[src/rtl/note_sequencer_pkg.sv]
// Shared types for the note sequencer: FSM state encoding and ROM duration field width.
package note_sequencer_pkg;

  localparam int DUR_W = 4;

  typedef enum logic [2:0] {
    ST_IDLE  = 3'd0,
    ST_LOAD  = 3'd1,
    ST_PLAY  = 3'd2,
    ST_PAUSE = 3'd3,
    ST_GAP   = 3'd4,
    ST_DONE  = 3'd5
  } state_t;

  // A zero duration field still plays one beat.
  function automatic logic [DUR_W-1:0] dur_beats(input logic [DUR_W-1:0] raw);
    return (raw == '0) ? DUR_W'(1) : raw;
  endfunction

endpackage

[src/rtl/note_sequencer_beat_timer.sv]
// Per-note beat timer: tick_cnt runs 0..BEAT_DIV-1, dur_cnt counts remaining beats.
// Holds its count whenever en is low; note_end marks the last tick of the last beat.
module note_sequencer_beat_timer
  import note_sequencer_pkg::*;
#(
  parameter int BEAT_DIV = 25_000_000
) (
  input  logic             clk,
  input  logic             rst,
  input  logic             clr,
  input  logic             load,
  input  logic             en,
  input  logic [DUR_W-1:0] dur_in,
  output logic             note_end
);

  localparam int TICK_W = $clog2(BEAT_DIV);
  localparam logic [TICK_W-1:0] TICK_LAST = TICK_W'(BEAT_DIV - 1);

  logic [TICK_W-1:0] tick_cnt;
  logic [DUR_W-1:0]  dur_cnt;
  logic              tick_wrap;

  assign tick_wrap = (tick_cnt == TICK_LAST);
  assign note_end  = en && tick_wrap && (dur_cnt == DUR_W'(1));

  always_ff @(posedge clk) begin
    if (rst || clr) begin
      tick_cnt <= '0;
      dur_cnt  <= '0;
    end else if (load) begin
      tick_cnt <= '0;
      dur_cnt  <= dur_beats(dur_in);
    end else if (en) begin
      if (tick_wrap) begin
        tick_cnt <= '0;
        dur_cnt  <= dur_cnt - DUR_W'(1);
      end else begin
        tick_cnt <= tick_cnt + TICK_W'(1);
      end
    end
  end

endmodule

[src/rtl/note_sequencer.sv]
// Note sequencer: walks the music ROM, times each note and the silent gap after it,
// and requests address increments from the downstream incrementer during the gap.
//
//   state    | meaning
//   ---------+-------------------------------------------------------------
//   ST_IDLE  | stopped, addr=0, waiting for play
//   ST_LOAD  | one cycle for ROM data; beat timer loads the note duration
//   ST_PLAY  | note sounding (note_valid=1), beat timer running
//   ST_PAUSE | note frozen and silent until pause drops
//   ST_GAP   | silent gap, area=1 so next_addr=addr+1 is ready at gap end
//   ST_DONE  | last note finished without looping (song_done=1)
module note_sequencer
  import note_sequencer_pkg::*;
#(
  parameter int BEAT_DIV = 25_000_000,
  parameter int GAP_CYC  = 1_000_000,
  parameter int SONG_LEN = 64
) (
  input  logic             clk,
  input  logic             rst,
  input  logic             play,
  input  logic             pause,
  input  logic             stop,
  input  logic             loop_en,
  input  logic [DUR_W-1:0] rom_dur,
  input  logic [15:0]      next_addr,
  output logic [15:0]      addr,
  output logic             area,
  output logic             note_valid,
  output logic             song_done
);

  localparam int GAP_W = (GAP_CYC > 1) ? $clog2(GAP_CYC) : 1;
  localparam logic [GAP_W-1:0] GAP_LAST  = GAP_W'(GAP_CYC - 1);
  localparam logic [15:0]      LAST_ADDR = 16'(SONG_LEN - 1);

  state_t           state, state_nxt;
  logic [15:0]      addr_nxt;
  logic [GAP_W-1:0] gap_cnt, gap_nxt;
  logic             note_end;

  note_sequencer_beat_timer #(.BEAT_DIV(BEAT_DIV)) u_beat_timer (
    .clk      (clk),
    .rst      (rst),
    .clr      (stop),
    .load     (state == ST_LOAD),
    .en       (state == ST_PLAY),
    .dur_in   (rom_dur),
    .note_end (note_end)
  );

  always_comb begin
    state_nxt = state;
    addr_nxt  = addr;
    gap_nxt   = gap_cnt;
    if (stop) begin
      state_nxt = ST_IDLE;
      addr_nxt  = '0;
      gap_nxt   = '0;
    end else begin
      case (state)
        ST_IDLE, ST_DONE: begin
          if (play && !pause) begin
            state_nxt = ST_LOAD;
            addr_nxt  = '0;
          end
        end
        ST_LOAD: state_nxt = ST_PLAY;
        ST_PLAY: begin
          // A note that finishes on the same cycle pause arrives still moves on to its gap.
          if (note_end) begin
            state_nxt = ST_GAP;
            gap_nxt   = '0;
          end else if (pause) begin
            state_nxt = ST_PAUSE;
          end
        end
        ST_PAUSE: begin
          if (!pause) state_nxt = ST_PLAY;
        end
        ST_GAP: begin
          if (gap_cnt == GAP_LAST) begin
            gap_nxt = '0;
            if (addr != LAST_ADDR) begin
              state_nxt = ST_LOAD;
              addr_nxt  = next_addr;
            end else if (loop_en) begin
              state_nxt = ST_LOAD;
              addr_nxt  = '0;
            end else begin
              state_nxt = ST_DONE;
            end
          end else begin
            gap_nxt = gap_cnt + GAP_W'(1);
          end
        end
        default: begin
          state_nxt = ST_IDLE;
          addr_nxt  = '0;
          gap_nxt   = '0;
        end
      endcase
    end
  end

  always_ff @(posedge clk) begin
    if (rst) begin
      state   <= ST_IDLE;
      addr    <= '0;
      gap_cnt <= '0;
    end else begin
      state   <= state_nxt;
      addr    <= addr_nxt;
      gap_cnt <= gap_nxt;
    end
  end

  assign note_valid = (state == ST_PLAY);
  assign area       = (state == ST_GAP);
  assign song_done  = (state == ST_DONE);

endmodule

[config.mk]
export PLATFORM = sky130hd
export DESIGN_NAME = note_sequencer
export DESIGN_NICKNAME = d
export VERILOG_FILES = /design/src/rtl/note_sequencer_pkg.sv /design/src/rtl/note_sequencer_beat_timer.sv /design/src/rtl/note_sequencer.sv
export SDC_FILE = /design/constraint.sdc
export NUM_CORES = 1
export LEC_CHECK = 0
export CORE_AREA = 2 2 85 87
export CTS_BUF_LIST = sky130_fd_sc_hd__clkbuf_8
export DETAILED_ROUTE_END_ITERATION = 10
export DIE_AREA = 0 0 87 89
export HOLD_SLACK_MARGIN = 0.15
export MAX_ROUTING_LAYER = met4
export PLACE_DENSITY_LB_ADDON = 0.12
export SLEW_MARGIN = 40
export SYNTH_ARGS = -nofsm -noshare
export SYNTH_HDL_FRONTEND = slang
export SYNTH_SLANG_ARGS = --single-unit
[constraint.sdc]
create_clock -name clk -period 4.4 [get_ports clk]
set_clock_uncertainty 0.2 [all_clocks]
set_input_delay 0.66 -clock clk [delete_from_list [all_inputs] [get_ports clk]]
set_output_delay 0.66 -clock clk [all_outputs]
set_load 0.05 [all_outputs]
Word level (Yosys, flattened, before mapping)
Cells that the tools add are included.
{"block": "classes", "div": 0, "n_shift": 0, "order_cmp": 0, "n_eq_ne": 15, "n_addsub": 3, "n_mul": 0, "n_reduce_logical": 18, "bitwise": 2, "muxes": 21}
{"op": "16-bit two-way mux", "count": 4}
{"op": "20-bit case mux with 3 select lines", "count": 1}
{"op": "16-bit case mux with 3 select lines", "count": 1}
{"op": "20-bit two-way mux", "count": 2}
{"op": "25-bit by 1-bit adder with 25-bit output, second input constant", "count": 1}
{"op": "25-bit equality test, second input constant", "count": 1}
{"op": "25-bit two-way mux", "count": 1}
{"op": "3-bit two-way mux", "count": 7}
{"op": "20-bit by 1-bit adder with 20-bit output, second input constant", "count": 1}
{"op": "20-bit equality test, second input constant", "count": 1}
{"op": "4-bit two-way mux", "count": 4}
{"op": "16-bit by 6-bit inequality test with 1-bit output, second input constant", "count": 1}
{"op": "3-bit case mux with 5 select lines", "count": 1}
{"op": "4-bit AND reduction", "count": 2}
{"op": "3-bit by 2-bit equality test with 1-bit output, second input constant", "count": 2}
{"op": "3-bit equality test, second input constant", "count": 2}
{"op": "2-bit inequality test, second input constant", "count": 3}
{"op": "2-bit OR reduction", "count": 3}
{"op": "4-bit by 1-bit equality test with 1-bit output, second input constant", "count": 1}
{"op": "4-bit logical NOT", "count": 1}
{"op": "2-bit AND reduction", "count": 2}
{"op": "2-bit nonzero test", "count": 2}
{"op": "4-bit OR reduction", "count": 1}
{"op": "4-bit by 1-bit subtractor with 4-bit output, second input constant", "count": 1}
{"op": "10 further kinds", "count": 13}
{"block": "totals", "ramBits": 0, "mem_bits_ro": 0, "n_memories": 0, "output_inout_bits": 19, "latch_bits": 0, "in_bits": 26, "elab_cells": 64, "reg_bits": 68}

Longest topological paths before layout
{"block": "depth", "word_depth": 5, "ltp_mapped": 10, "depth_no_buf": 7}

Hierarchy
A second synthesis with hierarchy kept.
{"block": "unflattened", "cells_unflattened": 414, "hier_area_um2": 3487.1}
{"mod": "note_sequencer", "seq_area_each_um2": 780.7, "area_each_um2": 1966.9, "cells_per_inst": 235, "instances": 1}
{"mod": "note_sequencer_beat_timer", "seq_area_each_um2": 580.6, "area_each_um2": 1520.2, "cells_per_inst": 179, "instances": 1}

Worst setup path before layout
OpenSTA, ideal clock, no wires.
{"block": "synth_path", "kind": "register to register", "start": "reg state[0]", "end": "reg gap_cnt[12]", "stages_incl_launch_ff": 11, "synth_period_minus_slack_ps": 2556, "setup_time_ps": 120, "path_slack_ps": 1844, "t_required_ps": 4080, "arrival_ps": 2236, "path_buffers": 3, "cell_sequence": "dfxtp_1 -> buf_6 -> or3b_4 -> inv_2 -> nand4_4 -> nor4_4 -> o221ai_2 -> and2_1 -> buf_6 -> buf_6 -> a211o_1"}
{"block": "synth_via", "elab_chain_len": 5, "word_cells_on_any_way": 13, "cone_classes": "6 x eq/ne; 1 x mux; 1 x bitwise; 5 x reduce/logical"}
{"element": "from (decl)", "line": "note_sequencer.sv:37", "rtl": "state_t state, state_nxt;"}
{"element": "from (signal assigned)", "line": "note_sequencer.sv:112", "rtl": "state <= state_nxt;"}
{"element": "3-bit by 2-bit equality test with 1-bit output", "line": "note_sequencer.sv:47, note_sequencer.sv:61"}
{"element": "1-bit logical AND (2 in a row)", "line": "note_sequencer_beat_timer.sv:25", "rtl": "assign note_end = en && tick_wrap && (dur_cnt == DUR_W'(1));"}
{"element": "2-bit inequality test (no line)"}
{"element": "2-bit AND reduction (no line)"}
{"element": "to (signal assigned)", "line": "note_sequencer.sv:114", "rtl": "gap_cnt <= gap_nxt;"}
{"element": "to (decl)", "line": "note_sequencer.sv:39", "rtl": "logic [GAP_W-1:0] gap_cnt, gap_nxt;"}
Several ways; a longest one is shown, not always the timed one.
A chain may end at the register's enable or synchronous reset.

Final worst setup path
{"block": "layout_path", "start": "reg state[1]", "end": "out note_valid"}
{"block": "layout_via", "elab_chain_len": 1}
{"element": "3-bit by 2-bit equality test with 1-bit output", "line": "note_sequencer.sv:118", "rtl": "assign note_valid = (state == ST_PLAY);"}
{"element": "to (decl)", "line": "note_sequencer.sv:29", "rtl": "output logic note_valid,"}
No other way between the ends.

==> results.toml <==
[sta]
fmax_mhz = 311
period_needed_ns = 3.21
finalHoldViolations = 0
whs_ns = 0.287
worst_pin_slew_ns = 0.759
setup_tns_ns = 0
slew_headroom_pct = 48.9
rsz0062_at_grt = "false"
timing.final.ws_setup_ns = 1.19
setup_viol = 0
slew_violations = 0
period_share_pct = 73.0

[yosys]
ys_seq_area_share_pct = 40.9
yosys.area.top_type = "dfxtp_1"
syn-instance-count = 407
synth.most_common_cell = "dfxtp_1"
synthTopCellsByCount = "dfxtp_1, nand2_1, nor2_1, nand3_1, o21ai_0"
synth-seq-cells = 68
synth_ff_type = "dfxtp_1"
yosysUniqueCellTypes = 47
syn_nets = 437
syn_area_sq_mm = 0.00333
async_reset_ff_share_pct = 0
ys.warnings.count = 0
synthTopCellsByArea = "dfxtp_1, nand2_1, nor2_1, nand3_1, xor2_1"
avgSynthCellArea_sq_um = 8.18
yosys.area.top_type_share_pct = 40.9
synth_edf_count = 0

[global_routing]
met3_usage_pct = 7.02
grt_max_degree = 26
globalRoute.busiestLayer = "met2"
gr-total-overflow = 0
track_usage_pct = 20.2
gr-usage-met2_pct = 32.5
grt_pass1_wl_mm = 12.1
global_route.usage.met1_pct = 24.4
antenna_found_initial = 0
grt_pass1_vias = 2675

[cts]
clk-insertion-delay-late_ns = 0.34
cts_resized = 0
cts_setup_buffers = 0
holdBufCountCts = 0
cts_buffer_depth = 2
cts.sinks = 68
cts.clk_slew.worst_paths_ns = 0.06
cts_root_buf = "clkbuf_8"
cts_max_level = 3
cts_tree = "built"
cts_inserted_buffers = 9

[pwr]
total_power_mw = 1.13
powerDensity_mw_per_mm2 = 284
p_leak_nw = 1.41
ir_drop_mv = 0.186

[layout]
n_antenna_cell = 0
layout-drive-gt1-share_pct = 7.37
area_growth_pct = 19.2
nets = 475
fillCellCount = 607
stdcell_count = 528
fin_util_pct = 59.1
design_area_sq_mm = 0.00397

[setup_path]
required_ns = 3.54
path_max_fanout = 11
endpoint_kind = "output port"
critPathLaunchType = "register"
arrival_ns = 2.35
path_class = "reg2out"

[routing]
drt.antenna.violating_nets = 0
first_pass_iters = 4
drc_errors = 0
wirelength_mm = 7.07
avgRoutedWirePerCell_um = 13.4
routed-via-count = 2877
via_per_inst = 5.45
drt-initial-drc-count = 148

[floorplan]
ios = 45
die_w_um = 87
rows = 30
fp.dieH_um = 89
start_util_pct = 49.6
coreArea_sq_mm = 0.00672
dieArea_sq_mm = 0.00774

[placed_design]
io_buffers = 44
dpl.cell_count = 514
place.gp.congestion = 0.781
placed_area_sq_mm = 0.00381
dp_hpwl_mm = 5.07
place_ws_ns = 1.20

[outcome]
status = "complete, no violations"

[min_path]
min_path_type = "reg2reg"

[job]
drv_cap = 0
-- placed cells by master, fill, tap and decap left out, types with 2 or more instances in the layout --
cell type,instances
inv_1,8
nor3_1,13
dfxtp_1,68
a21oi_1,11
or3_1,3
and4_1,2
nand2b_1,4
xnor2_1,15
and3_1,17
o22ai_1,2
and2_1,3
ha_1,4
o21ai_0,25
nor2_1,46
or2_2,6
clkinv_2,3
a22o_1,6
xor2_1,17
clkdlybuf4s50_1,44
nand4_1,10
nand3_1,35
a211o_1,8
clkbuf_8,10
nor4_1,5
a31oi_1,2
buf_4,2
nor4b_1,5
nand2_1,51
-- final timing paths --
check                                                      startpoint                                     to  slack (ns)  depth (start not counted)
worst max-delay path                            state[1]$_SDFFE_PP0P_                             note_valid        1.19                          3
worst min-delay path            u_beat_timer.tick_cnt[1]$_SDFFE_PP0P_  u_beat_timer.tick_cnt[1]$_SDFFE_PP0P_        0.29                          2
worst max register to register                  state[1]$_SDFFE_PP0P_                gap_cnt[9]$_SDFFE_PP0P_        1.38                          7
worst min register to register  u_beat_timer.tick_cnt[1]$_SDFFE_PP0P_  u_beat_timer.tick_cnt[1]$_SDFFE_PP0P_        0.29                          2
-- power by group --
group,internal (mW),switching [mW],total [mW]
Sequential,0.618,0.00422,0.622
Combinational,0.0354,0.0409,0.0763
Clock,0.209,0.220,0.429
Total,0.862,0.265,1.13
-- cell type report --
| type | instances | area, sq um | share of cell area, % |
|---|---|---|---|
| Inverter | 8 | 30.0 | 0.757 |
| Sequential cell | 68 | 1360 | 34.3 |
| Timing Repair Buffer | 47 | 467 | 11.8 |
| Multi-Input combinational cell | 311 | 1850 | 46.7 |
| Clock buffer | 10 | 138 | 3.47 |
| Clock inverter | 4 | 18.8 | 0.473 |
| Tap cell | 80 | 100 | 2.52 |
-- worst max-delay path, stage by stage (launching register included) --
cell	delay, ns
dfxtp_1	0.52
or3b_4	0.46
inv_2	0.18
clkdlybuf4s50_1	0.85
-- state kept, by name, indices dropped and copies added, names as in the netlist --
register,cells
gap_cnt,20
addr,16
u_beat_timer.dur_cnt,4
u_beat_timer.tick_cnt,25
state,3
-- per-layer routing --
metal	share of wire (%)	vias up
met5	0	-
met3	5.0	5
li1	-	1509
met1	48	1297
met4	0.72	0
met2	47	66
-- cell families (layout without fill, tap and decap cells) --
| logic type | count (synthesis) | after routing | share of synthesized area (%) |
|---|---|---|---|
| AOI/OAI and AO/OA | 62 | 62 | 12.1 |
| adders and majority gates | 4 | 4 | 1.50 |
| muxes | 1 | 1 | 0.301 |
| buffers and inverters | 28 | 69 | 3.98 |
| xor gates and xnor gates | 32 | 32 | 8.41 |
| and+or+nand+nor | 212 | 212 | 32.8 |
| DFF | 68 | 68 | 40.9 |
(Power assumes the default switching activity.)
